===== config.mk =====
export PLATFORM = sky130hd
export DESIGN_NAME = exp_adjust_pipe
export DESIGN_NICKNAME = d
export VERILOG_FILES = /design/src/rtl/fp_mul_pkg.sv /design/src/rtl/exp_classify.sv /design/src/rtl/exp_adjust_pipe.sv
export SDC_FILE = /design/constraint.sdc
export NUM_CORES = 1
export LEC_CHECK = 0
export ABC_AREA = 1
export CAP_MARGIN = 0
export CORE_ASPECT_RATIO = 1.25
export CORE_MARGIN = 1.5
export CORE_UTILIZATION = 50
export CTS_CLUSTER_SIZE = 12
export DETAILED_ROUTE_END_ITERATION = 8
export MAX_ROUTING_LAYER = met4
export PLACE_DENSITY = 0.77
export SETUP_SLACK_MARGIN = 0.3
export SYNTH_ARGS = -nofsm -noshare
export SYNTH_HDL_FRONTEND = slang
export SYNTH_SLANG_ARGS = --single-unit

===== constraint.sdc =====
create_clock -name clk -period 2.2 [get_ports clk]
set_input_delay 0.55 -clock clk [delete_from_list [all_inputs] [get_ports clk]]
set_output_delay 0.55 -clock clk [all_outputs]
set_load 0.05 [all_outputs]

===== src/rtl/fp_mul_pkg.sv =====
// Shared constants and the exponent class encoding for the FP multiplier datapath.
// The pack stage decodes exp_class_e, so the encoding is fixed here once.
package fp_mul_pkg;

    localparam int EXP_W_SP = 8;
    localparam int EXP_W_DP = 11;
    localparam int BIAS_SP  = (2 ** (EXP_W_SP - 1)) - 1;
    localparam int BIAS_DP  = (2 ** (EXP_W_DP - 1)) - 1;

    typedef enum logic [2:0] {
        EXP_NORMAL  = 3'd0,
        EXP_OVF     = 3'd1,
        EXP_UNF     = 3'd2,
        EXP_ZERO    = 3'd3,
        EXP_SPECIAL = 3'd4
    } exp_class_e;

    // Flag vector {ovf, unf, zero, special} for a given class.
    function automatic logic [3:0] class_flags(input exp_class_e cls);
        logic [3:0] flags;
        flags = 4'b0000;
        case (cls)
            EXP_OVF:     flags = 4'b1000;
            EXP_UNF:     flags = 4'b0100;
            EXP_ZERO:    flags = 4'b0010;
            EXP_SPECIAL: flags = 4'b0001;
            default:     flags = 4'b0000;
        endcase
        return flags;
    endfunction

endpackage


===== src/rtl/exp_classify.sv =====
// Combinational second-stage arithmetic: removes the bias, adds the
// normalisation carry, and classifies the corrected exponent with a fixed
// priority (special > zero > overflow > underflow > normal).
module exp_classify
    import fp_mul_pkg::*;
#(
    parameter int EXP_W    = EXP_W_SP,
    parameter int BIAS     = (2 ** (EXP_W - 1)) - 1,
    parameter bit SATURATE = 1'b1
) (
    input  logic [EXP_W:0]   sum,
    input  logic             carry,
    input  logic             any_zero,
    input  logic             any_special,
    output logic [EXP_W-1:0] exp_res,
    output exp_class_e       cls
);

    // Two extra bits: one for the sum carry-out, one for the sign after
    // subtracting the bias.
    localparam logic [EXP_W+1:0] BIAS_W = (EXP_W + 2)'(BIAS);
    localparam logic [EXP_W+1:0] OVF_TH = (EXP_W + 2)'((2 ** EXP_W) - 1);

    logic [EXP_W+1:0] e_wide;
    logic             e_neg;
    logic             e_ovf;
    logic             e_unf;

    assign e_wide = {1'b0, sum} + {{(EXP_W + 1){1'b0}}, carry} - BIAS_W;
    assign e_neg  = e_wide[EXP_W+1];
    // Once non-negative the value is compared unsigned against the threshold.
    assign e_ovf  = !e_neg && (e_wide >= OVF_TH);
    assign e_unf  = e_neg || (e_wide == '0);

    // Priority classifier; wrap mode keeps the low EXP_W bits of the true result.
    always_comb begin
        exp_res = e_wide[EXP_W-1:0];
        cls     = EXP_NORMAL;
        if (any_special) begin
            exp_res = '1;
            cls     = EXP_SPECIAL;
        end else if (any_zero) begin
            exp_res = '0;
            cls     = EXP_ZERO;
        end else if (e_ovf) begin
            exp_res = SATURATE ? '1 : e_wide[EXP_W-1:0];
            cls     = EXP_OVF;
        end else if (e_unf) begin
            exp_res = SATURATE ? '0 : e_wide[EXP_W-1:0];
            cls     = EXP_UNF;
        end
    end

endmodule


===== src/rtl/exp_adjust_pipe.sv =====
// Two-stage exponent correction pipe with valid/ready handshake.
// S1 registers the raw exponent sum and operand detects; S2 registers the
// classified result. A single global advance enable stalls both stages.
module exp_adjust_pipe
    import fp_mul_pkg::*;
#(
    parameter int EXP_W    = EXP_W_SP,
    parameter int BIAS     = (2 ** (EXP_W - 1)) - 1,
    parameter bit SATURATE = 1'b1
) (
    input  logic             clk,
    input  logic             rst,
    input  logic             in_valid,
    output logic             in_ready,
    input  logic [EXP_W-1:0] exp_a,
    input  logic [EXP_W-1:0] exp_b,
    input  logic             norm_carry,
    output logic             out_valid,
    input  logic             out_ready,
    output logic [EXP_W-1:0] exp_out,
    output logic             ovf,
    output logic             unf,
    output logic             zero,
    output logic             special
);

    logic             adv;
    logic [EXP_W-1:0] in_ops [2];
    logic [1:0]       op_zero;
    logic [1:0]       op_ones;
    logic [EXP_W:0]   sum_next;

    logic             s1_valid_reg;
    logic [EXP_W:0]   s1_sum_reg;
    logic             s1_carry_reg;
    logic [1:0]       s1_zero_reg;
    logic [1:0]       s1_ones_reg;

    logic [EXP_W-1:0] exp_next;
    exp_class_e       cls_next;
    logic [3:0]       flags_next;

    logic             out_valid_reg;
    logic [EXP_W-1:0] exp_out_reg;
    logic [3:0]       flags_reg;

    // The pipe moves whenever the output slot is empty or being drained.
    assign adv      = !out_valid_reg || out_ready;
    assign in_ready = adv && !rst;

    assign in_ops[0] = exp_a;
    assign in_ops[1] = exp_b;

    genvar gi;
    generate
        for (gi = 0; gi < 2; gi++) begin : g_op_detect
            assign op_zero[gi] = (in_ops[gi] == '0);
            assign op_ones[gi] = &in_ops[gi];
        end
    endgenerate

    assign sum_next = {1'b0, exp_a} + {1'b0, exp_b};

    exp_classify #(
        .EXP_W    (EXP_W),
        .BIAS     (BIAS),
        .SATURATE (SATURATE)
    ) u_classify (
        .sum         (s1_sum_reg),
        .carry       (s1_carry_reg),
        .any_zero    (|s1_zero_reg),
        .any_special (|s1_ones_reg),
        .exp_res     (exp_next),
        .cls         (cls_next)
    );

    assign flags_next = class_flags(cls_next);

    // Stage 1: capture the operand sum and detects; bubbles load as invalid.
    always_ff @(posedge clk) begin
        if (rst) begin
            s1_valid_reg <= 1'b0;
            s1_sum_reg   <= '0;
            s1_carry_reg <= 1'b0;
            s1_zero_reg  <= '0;
            s1_ones_reg  <= '0;
        end else if (adv) begin
            s1_valid_reg <= in_valid;
            s1_sum_reg   <= sum_next;
            s1_carry_reg <= norm_carry;
            s1_zero_reg  <= op_zero;
            s1_ones_reg  <= op_ones;
        end
    end

    // Stage 2: register the classified result; held unchanged while stalled.
    always_ff @(posedge clk) begin
        if (rst) begin
            out_valid_reg <= 1'b0;
            exp_out_reg   <= '0;
            flags_reg     <= '0;
        end else if (adv) begin
            out_valid_reg <= s1_valid_reg;
            exp_out_reg   <= exp_next;
            flags_reg     <= flags_next;
        end
    end

    assign out_valid = out_valid_reg;
    assign exp_out   = exp_out_reg;
    assign ovf       = flags_reg[3];
    assign unf       = flags_reg[2];
    assign zero      = flags_reg[1];
    assign special   = flags_reg[0];

endmodule


# Word level (Yosys, flattened, before mapping)
# Cells that the tools add are included.
[word_totals]
register_bits = 28
input_bits = 21
elab_cells = 39
[op_classes]
addsub = 3
order_cmp = 1
n_eq_ne = 4
muxes = 9
n_reduce_logical = 14
[op_table]
columns = ["operator", "n"]
rows = [
  ["$mux W8", 4],
  ["$logic_not A8 Y1", 2],
  ["$pmux W4 S4", 1],
  ["$reduce_and A8 Y1", 2],
  ["$add A9 B1 Y10", 1],
  ["$ge A10 B8 Y1 const B", 1],
  ["$logic_not A10 Y1", 1],
  ["$sub A10 B7 Y10 const B", 1],
  ["$add A8 B8 Y9", 1],
  ["$mux W3", 3],
  ["$eq A3 B2 Y1 const B", 2],
  ["$reduce_or A2 Y1", 2],
  ["$eq A3 B1 Y1 const B", 1],
  ["$eq A3 B3 Y1 const B", 1],
  ["$logic_not A1 Y1", 3],
  ["$logic_and A1 B1 Y1", 2],
  ["$logic_or A1 B1 Y1", 2],
  ["$mux W2", 1],
]

# Logic depth before layout (Yosys ltp)
# Gate-level depths: netlist of run 1.
[depth]
ltp_word = 10
depth_mapped = 16
depth_no_buf = 16

# Modules after synthesis
# From an unflattened synthesis of run 1, not the netlist that was laid out.
[unflattened]
hier_cells = 271
hier_area_um2 = 1854.3
[by_module_without_submodules]
columns = ["module", "n_inst", "cells_per_inst", "area_each_um2", "seq_area_each_um2"]
rows = [
  ["exp_adjust_pipe", 1, 168, 1370.1, 560.5],
  ["exp_classify", 1, 103, 484.2, 0.0],
]

# Worst setup path after synthesis of run 1
# OpenSTA, ideal clock, no wires.
[synth_timing]
kind = "register to output"
from = "reg out_valid_reg (netlist: out_valid)"
to = "out in_ready"
t_arrival_ps = 1662
t_required_ps = 1650
slack_ps = -12
path_stages_with_launch = 6
path_cell_list = "dfxtp_1 > inv_1 > nor2_1 > clkbuf_1 > buf_1 > nor2_1"
[synth_via]
elab_chain_len = 3
[synth_lines]
columns = ["item", "line", "text"]
rows = [
  ["start: declaration", "exp_adjust_pipe.sv:43", "logic out_valid_reg;"],
  ["start signal: assignment", "exp_adjust_pipe.sv:103", "out_valid_reg <= s1_valid_reg;"],
  ["$logic_not A1 Y1", "exp_adjust_pipe.sv:48", "assign adv = !out_valid_reg || out_ready;"],
  ["$logic_or A1 B1 Y1", "exp_adjust_pipe.sv:48", ""],
  ["$logic_and A1 B1 Y1", "exp_adjust_pipe.sv:49", "assign in_ready = adv && !rst;"],
  ["end: declaration", "exp_adjust_pipe.sv:14", "output logic in_ready,"],
]
# Every way passes these cells.

# Final worst setup path of run 1
[layout_timing]
from = "reg s1_sum_reg[0]"
to = "reg exp_out_reg[5] (netlist: exp_out[5])"
[layout_via]
elab_chain_len = 8
elab_cells_between_ends = 11
cone_classes = "add/sub (2); order compare (1); mux (4); reduce/logical (4)"
[layout_lines]
columns = ["item", "line", "text"]
rows = [
  ["start: declaration", "exp_adjust_pipe.sv:34", "logic [EXP_W:0] s1_sum_reg;"],
  ["start signal: assignment", "exp_adjust_pipe.sv:89", "s1_sum_reg <= sum_next;"],
  ["$add A9 B1 Y10 (*)", "exp_classify.sv:29", "assign e_wide = {1'b0, sum} + {{(EXP_W + 1){1'b0}}, carry} - BIAS_W;"],
  ["$sub A10 B7 Y10 (*)", "exp_classify.sv:29", ""],
  ["branches (longest 3 deep; another with $ge A10 B8 Y1)", "n/a", ""],
  ["$mux W8 (*)", "exp_classify.sv:45", "end else if (e_ovf) begin"],
  ["$mux W8 (*)", "exp_classify.sv:42", "end else if (any_zero) begin"],
  ["$mux W8 (*)", "exp_classify.sv:39", "if (any_special) begin"],
  ["end signal: assignment", "exp_adjust_pipe.sv:104", "exp_out_reg <= exp_next;"],
  ["end: declaration", "exp_adjust_pipe.sv:44", "logic [EXP_W-1:0] exp_out_reg;"],
]
# Mark *: on every way between the ends.
# A chain may end at the register's enable or synchronous reset.

==> results.py, run 1 <==
metrics = {
    "outcome": {
        "outcome": "finished clean",
    },
    "cts": {
        "cts_buffer_depth": 2,
        "clk_pin_slew_ns": 0.10,
        "h-tree-depth": 1,
        "root_buffer": "clkbuf_8",
        "cts_hold_buf": 0,
        "cts_tree": "yes",
        "cts_buffers": 3,
        "clk_latency_ns": 0.28,
        "cts.sinks": 28,
    },
    "route": {
        "wl_per_cell_um": 13.15,
        "remaining_drc_errors": 0,
        "drt_iter0_drc": 53,
        "ant_nets": 0,
        "vias": 1923,
        "drt-vias-per-instance": 5.327,
        "wl_um": 4748,
        "drtPass1Iterations": 6,
    },
    "cells_and_area": {
        "layout_commonest_cell": "nand2_1",
        "diodes": 0,
        "largest_reg_flops": 9,
        "register_area_sq_um": 564.3,
        "drive_above_1_share": 0.3106,
        "most-common-layout-cells": "43 x nand2_1, 34 x inv_1, 28 x buf_4, 25 x dfxtp_1, 20 x dlygate4sd2_1",
        "fin_nets": 355,
        "multi_input_comb_area_sq_um": 1300,
        "syn2layout_area_growth_pct": 49.27,
        "finalInstanceArea_sq_um": 2684,
        "n_fill_cell": 257,
    },
    "placed_design": {
        "placed_area_sq_um": 2340,
        "dp_worst_setup_slack_ns": -0.2903,
        "dpl.hpwl_um": 3341,
        "gp_congestion": 0.8322,
        "port_buffers": 34,
    },
    "setup_path": {
        "rr_startpoint": "s1_sum_reg[0]",
        "crit_arrival_ns": 2.11,
        "max_stage_delay_ns": 0.33,
        "path_max_fanout": 5,
        "crit_path_top_delay_cell": "dfxtp_2",
        "worstSetupStartpoint": "s1_sum_reg[0]",
        "path_common_cell": "nand2_4",
        "endpoint_kind": "flip-flop",
        "crit_required_ns": 2.42,
        "worst-setup-path-type": "reg -> reg",
        "path_cells": "inv_2, ha_4, inv_4, ha_4, nand2_4, buf_6, nand2_4, nor2_2, nand2_1, nor2_1, nand3b_1, nand2_2, nand2_4, nand3_2, nand2_2, a21oi_2",
        "start_kind": "flip-flop",
    },
    "power": {
        "totalPowerFinal_uw": 1729,
        "power_per_cell_area_nw_per_um2": 644.2,
        "p_leak_uw": 0.001313,
        "ir_worst_vdd_mv": 0.6094,
    },
    "logic_synthesis": {
        "syn_area_sq_um": 1798,
        "synth_fp_nets": 292,
        "synth_area_per_cell_sq_um": 6.915,
        "yosysUniqueCellTypes": 28,
        "yosys.area.top_type": "dfxtp_1",
        "ys_ff_latch": 28,
        "synth_area_leaders": "dfxtp_1 31%, nand2_1 11%, inv_1 7.9%",
        "yosys_warnings": 0,
        "syn_inst": 260,
        "ys_seq_area_frac": 0.3118,
        "yosysTopAreaCellShare": 0.3118,
    },
    "hold_path": {
        "min_from": "s1_valid_reg",
        "holdCritPathClass": "reg -> reg",
    },
    "global_routing": {
        "antenna_found_initial": 0,
        "first_global_vias": 1793,
        "grt_pass1_wl_um": 7424,
        "grtUsageTotal": 0.2359,
        "grt_remaining_overflow": 0,
        "grt_max_degree": 22,
    },
    "floorplan": {
        "core_sq_um": 3453,
        "fp.dieW_um": 56.64,
        "initial_core_util": 0.5207,
        "rows": 24,
        "dieHeight_um": 70.05,
        "io_pins": 35,
        "design.die.area_sq_um": 3967,
    },
    "sta": {
        "maxSlewHeadroom": 0.6504,
        "finalHoldViolCount": 0,
        "finalCriticalPeriod_ns": 1.890,
        "setup_slack_ns": 0.3095,
        "rsz0062_at_grt": "true",
        "skew_ns": 0.001090,
        "setup_viol": 0,
        "slew_viol_final": 0,
        "fin_crit_sh": 0.8593,
        "tightest_slew_ns": 0.5225,
        "clock.fmax_mhz": 529.0,
    },
    "run": {
        "cap_violations": 0,
    },
}
cell families (layout without fill, tap and decap cells):
| family | after synthesis | in the layout | synth area share |
|---|---|---|---|
| AO/OA/AOI/OAI | 51 | 51 | 0.1608 |
| buffers and inverters | 44 | 106 | 0.09186 |
| AND/OR/NAND/NOR | 120 | 120 | 0.3257 |
| adder cells (fa/ha/maj) | 11 | 11 | 0.08072 |
| flip-flops | 28 | 28 | 0.3118 |
| XOR/XNOR | 6 | 6 | 0.02923 |
per-stage QoR:
step	TNS (ns)	util	std cells	hold slack (ns)
after floorplan	0	-	260	0.4283
after global placement	-0.5565	0.6775	349	0.4389
after detailed placement	-0.8292	0.6775	349	0.4448
after CTS	0	0.7257	358	0.4596
after global routing	0	0.7772	361	0.4826
final	0	0.7772	361	0.4600
repair_timing:
item	CTS	global route
resized for setup	44	47
buffers inserted	5	3
endpoints found under the hold margin	0	0
endpoints found under the setup margin	29	13
pin swaps	15	33
report_power, final:
part / internal, uW / switching (uW)
registers: 566 / 40.1
logic: 277 / 434
clock network: 244 / 168
total: 1090 / 642
synthesized netlist by cell type:
cell / number
a21oi_1: 23
a21oi_2: 2
a31oi_1: 1
and2_4: 1
buf_1: 1
clkbuf_1: 5
dfxtp_1: 28
fa_1: 1
ha_1: 10
inv_1: 38
nand2_1: 53
nand2_2: 6
nand2_4: 1
nand2_8: 1
nand3_1: 17
nand3_4: 1
nand3b_1: 1
nand4_1: 7
nor2_1: 22
nor2_2: 3
nor2_4: 2
nor4_1: 4
o211a_1: 2
o211ai_1: 6
o21ai_0: 15
o21ai_1: 2
or2_2: 1
xor2_1: 6
layer usage:
metal / GRT usage / vias to the layer above / routed length (um)
li1: - / 979 / -
met1: 0.2442 / 888 / 1807
met2: 0.4509 / 49 / 2732
met3: 0.02037 / 7 / 135
met4: 0.08466 / 0 / 72
met5: - / - / 0
critical path, delay by kind of cell, from the launching register on:
family	cells	cell delay (ns)
AND/OR/NAND/NOR	10	0.84
flip-flops	1	0.33
adder cells (fa/ha/maj)	2	0.31
buffers and inverters	3	0.23
AO/OA/AOI/OAI	1	0.14
worst paths after layout:
kind / slack, ns / end / depth (start not counted)
setup / recovery: 0.31 / exp_out[5] / 16
hold / removal: 0.46 / out_valid / 2
setup reg to reg: 0.31 / exp_out[5] / 16
hold reg to reg: 0.46 / out_valid / 2
area by class of cell:
type / count / share of cell area
Multi-Input combinational cell: 188 / 0.4844
Sequential cell: 28 / 0.2103
Timing Repair Buffer: 64 / 0.2065
Inverter: 38 / 0.05408
Tap cell: 39 / 0.01818
Clock buffer: 3 / 0.01538
Clock inverter: 1 / 0.01119
Power figures use the tool's default switching activity.
==> run 2: changes to the inputs <==
Settings changed: ABC_AREA 1 to not set, CORE_MARGIN 1.5 to 2, PLACE_DENSITY 0.77 to 0.78.
Clock period 2.2 ns to 2.1 ns, I/O delays scaled along.
==> run 2 against run 1 <==
The run now ends with negative setup slack left. Design area rose by 5.0%. Sequential power rose by 7.2%. Clock power rose by 6.1%. Maximum frequency fell by 14%. Non-clock buffer count rose by 23. Critical path depth fell by 8. Area after synthesis fell by 3.5%. Total power rose by 7.6%. Largest power group unchanged.
==> results.py, run 2 <==
metrics = {
    "logic_synthesis": {
        "synth_fp_nets": 249,
        "synthTopCellsByCount": "28 x dfxtp_1, 24 x a21oi_1, 22 x nand2_1",
        "synth_area_per_cell_sq_um": 7.992,
        "synthFlopType": "dfxtp_1",
        "synth_async_sr_flop_share": 0,
        "ys_seq_area_frac": 0.3232,
        "yosysUniqueCellTypes": 48,
        "yosysTopAreaCellShare": 0.3232,
        "yosys.area.top_type": "dfxtp_1",
        "synth_area_leaders": "dfxtp_1 32%, ha_1 7.2%, a21oi_1 6.9%",
        "ys_ff_latch": 28,
        "syn_area_sq_um": 1734,
        "yosysMostFrequentCell": "dfxtp_1",
        "yosys_warnings": 0,
        "syn_inst": 217,
        "synth-edff-count": 0,
    },
    "route": {
        "vias": 2118,
        "drt-vias-per-instance": 6.380,
        "drt_iter0_drc": 220,
        "remaining_drc_errors": 0,
        "ant_nets": 0,
        "drtPass1Iterations": 4,
        "wl_um": 6850,
        "wl_per_cell_um": 20.63,
    },
    "sta": {
        "tightest_slew_ns": 0.5239,
        "setup_slack_ns": -0.09895,
        "maxSlewHeadroom": 0.6507,
        "fin_crit_sh": 1.047,
        "skew_ns": 0.001879,
        "slew_viol_final": 0,
        "clock.fmax_mhz": 454.8,
        "finalCriticalPeriod_ns": 2.199,
        "finalHoldViolCount": 0,
        "finalSetupTns_ns": -0.2582,
        "rsz0062_at_grt": "true",
        "setup_viol": 7,
    },
    "setup_path": {
        "r2r_slack_ns": -0.1,
        "path_cells": "inv_2, ha_4, and3b_1, or3_4, a2111oi_4, a31oi_2, a2111o_1, a21oi_2",
        "critPathBufInv": 1,
        "worstReg2RegEnd": "flags_reg[2]",
        "crit_path_top_delay_cell": "a2111oi_4",
        "start_kind": "flip-flop",
        "critPathTopFamily": "compound AO/OA/AOI/OAI gates",
        "crit_required_ns": 2.32,
        "crit_arrival_ns": 2.42,
        "rr_worst_depth": 8,
        "max_stage_delay_ns": 0.39,
        "endpoint_kind": "flip-flop",
        "rr_startpoint": "s1_sum_reg[0]",
        "worst-setup-path-type": "reg -> reg",
        "path_max_fanout": 3,
    },
    "global_routing": {
        "grt_pass1_wl_um": 9742,
        "grtUsageTotal": 0.3223,
        "first_global_vias": 2073,
        "antenna_found_initial": 0,
        "grt_max_degree": 32,
        "grt_remaining_overflow": 0,
    },
    "placed_design": {
        "gp_congestion": 0.8500,
        "port_buffers": 34,
        "dp_worst_setup_slack_ns": -0.5146,
        "dpl.hpwl_um": 3592,
        "placed_area_sq_um": 2415,
    },
    "hold_path": {
        "hold_end": "out_valid",
        "holdCritPathClass": "reg -> reg",
        "min_path_cells": 2,
        "min_from": "s1_valid_reg",
    },
    "cts": {
        "cts.sinks": 28,
        "cts_buffer_depth": 2,
        "clk_pin_slew_ns": 0.10,
        "clk_latency_ns": 0.28,
        "cts_hold_buf": 0,
        "h-tree-depth": 1,
        "cts_buffers": 3,
        "cts_tree": "yes",
        "root_buffer": "clkbuf_8",
    },
    "cells_and_area": {
        "most-common-layout-cells": "48 x buf_4, 25 x dfxtp_1, 21 x nand2_1, 20 x a21oi_1",
        "diodes": 0,
        "fin_nets": 328,
        "n_fill_cell": 160,
        "largest_reg_flops": 9,
        "drive_above_1_share": 0.3661,
        "finalInstanceArea_sq_um": 2818,
        "syn2layout_area_growth_pct": 62.48,
        "layout_commonest_cell": "buf_4",
    },
    "power": {
        "combPwrFrac": 0.416,
        "ir_worst_vdd_mv": 0.6518,
        "p_leak_uw": 0.001196,
        "p_sw_uw": 666.2,
        "power_per_cell_area_nw_per_um2": 660.2,
        "clkPwrFrac": 0.234,
        "swShare": 0.3581,
        "pwr-share-seq": 0.350,
        "p_int_uw": 1194,
    },
    "floorplan": {
        "core_sq_um": 3252,
        "io_pins": 35,
        "dieHeight_um": 69.85,
        "design.die.area_sq_um": 3958,
        "initial_core_util": 0.5333,
        "rows": 23,
        "fp.dieW_um": 56.68,
    },
    "outcome": {
        "violations": "negative setup slack",
        "outcome": "finished with violations",
    },
    "run": {
        "cap_violations": 0,
    },
}
run 2: changes by cell type in the layout (fill, tap and decap cells not counted), moves of 5 or more:
cell,change
buf_4,+20
inv_1,-25
o211ai_1,-5
nor3_1,+6
o21ai_0,-12
nand2_2,-11
nand2_4,-5
nand2_1,-22
dlymetal6s2s_1,-5
xnor2_1,+6
nand3_2,-8
run 2: what timing repair did:
action	4_1_cts	5_1_grt
pin swaps	19	15
resized for setup	67	25
buffers inserted	10	7
endpoints found under the setup margin	30	17
run 2: tightest hold or removal path, cell delays in order, from the launching register on:
cell and delay, ns:
dfxtp_1 0.33, nor2_1 0.10, nor2_1 0.04
run 2: stage by stage:
| stage | total power (uW) | util | std cells | hold WS, ns |
|---|---|---|---|---|
| global route | 1923 | 0.8665 | 332 | 0.5188 |
| global placement | 1253 | 0.7426 | 311 | 0.4360 |
| detailed placement | 1266 | 0.7426 | 311 | 0.4426 |
| finish | 1860 | 0.8665 | 332 | 0.4980 |
| CTS | 1742 | 0.8199 | 325 | 0.4567 |
| floorplan | 1028 | - | 217 | 0.4276 |
run 2: power by group through the flow:
stage | registers (uW) | clock network, uW | logic (uW)
after CTS | 643 | 435 | 663
after global routing | 657 | 457 | 810
after global placement | 649 | 0 | 604
after detailed placement | 652 | 0 | 614
after floorplan | 730 | 0 | 298
final | 651 | 436 | 773
run 2: per-layer routing:
metal,vias up,share of wire,GRT usage
met5,-,0,-
met4,0,0.050,0.1561
met3,36,0.055,0.03731
met2,124,0.53,0.5633
met1,1019,0.37,0.3556
li1,939,-,-
run 2: worst max-delay path by stage:
stage	slack, ns	depth (start not counted)	endpoint	start
after floorplan	0.08	9	flags_reg[2]	s1_carry_reg
after global placement	-0.47	10	s1_sum_reg[6]	exp_a[0]
after detailed placement	-0.51	10	s1_sum_reg[6]	exp_a[0]
after CTS	-0.04	8	flags_reg[2]	s1_sum_reg[0]
after global routing	-0.16	10	exp_out[6]	s1_sum_reg[0]
final	-0.1	8	flags_reg[2]	s1_sum_reg[0]
run 2: cells by family (layout without fill, tap and decap cells):
kind of cell,after synthesis,in the layout,share of synthesized area
compound gates,56,56,0.2237
xor+xnor,10,10,0.05484
fa+ha+maj,11,11,0.08369
buf+inv,26,104,0.06494
flops,28,28,0.3232
simple gates,86,86,0.2496
run 2: area by class of cell:
class	count	area (sq um)	area share
sequential	28	564.3	0.2003
timing repair buffer	87	750.7	0.2664
inverter	13	48.80	0.01732
clock inverter	1	30.03	0.01066
clock buffer	3	41.29	0.01465
tap	37	46.29	0.01643
multi-input combinational	163	1336	0.4742
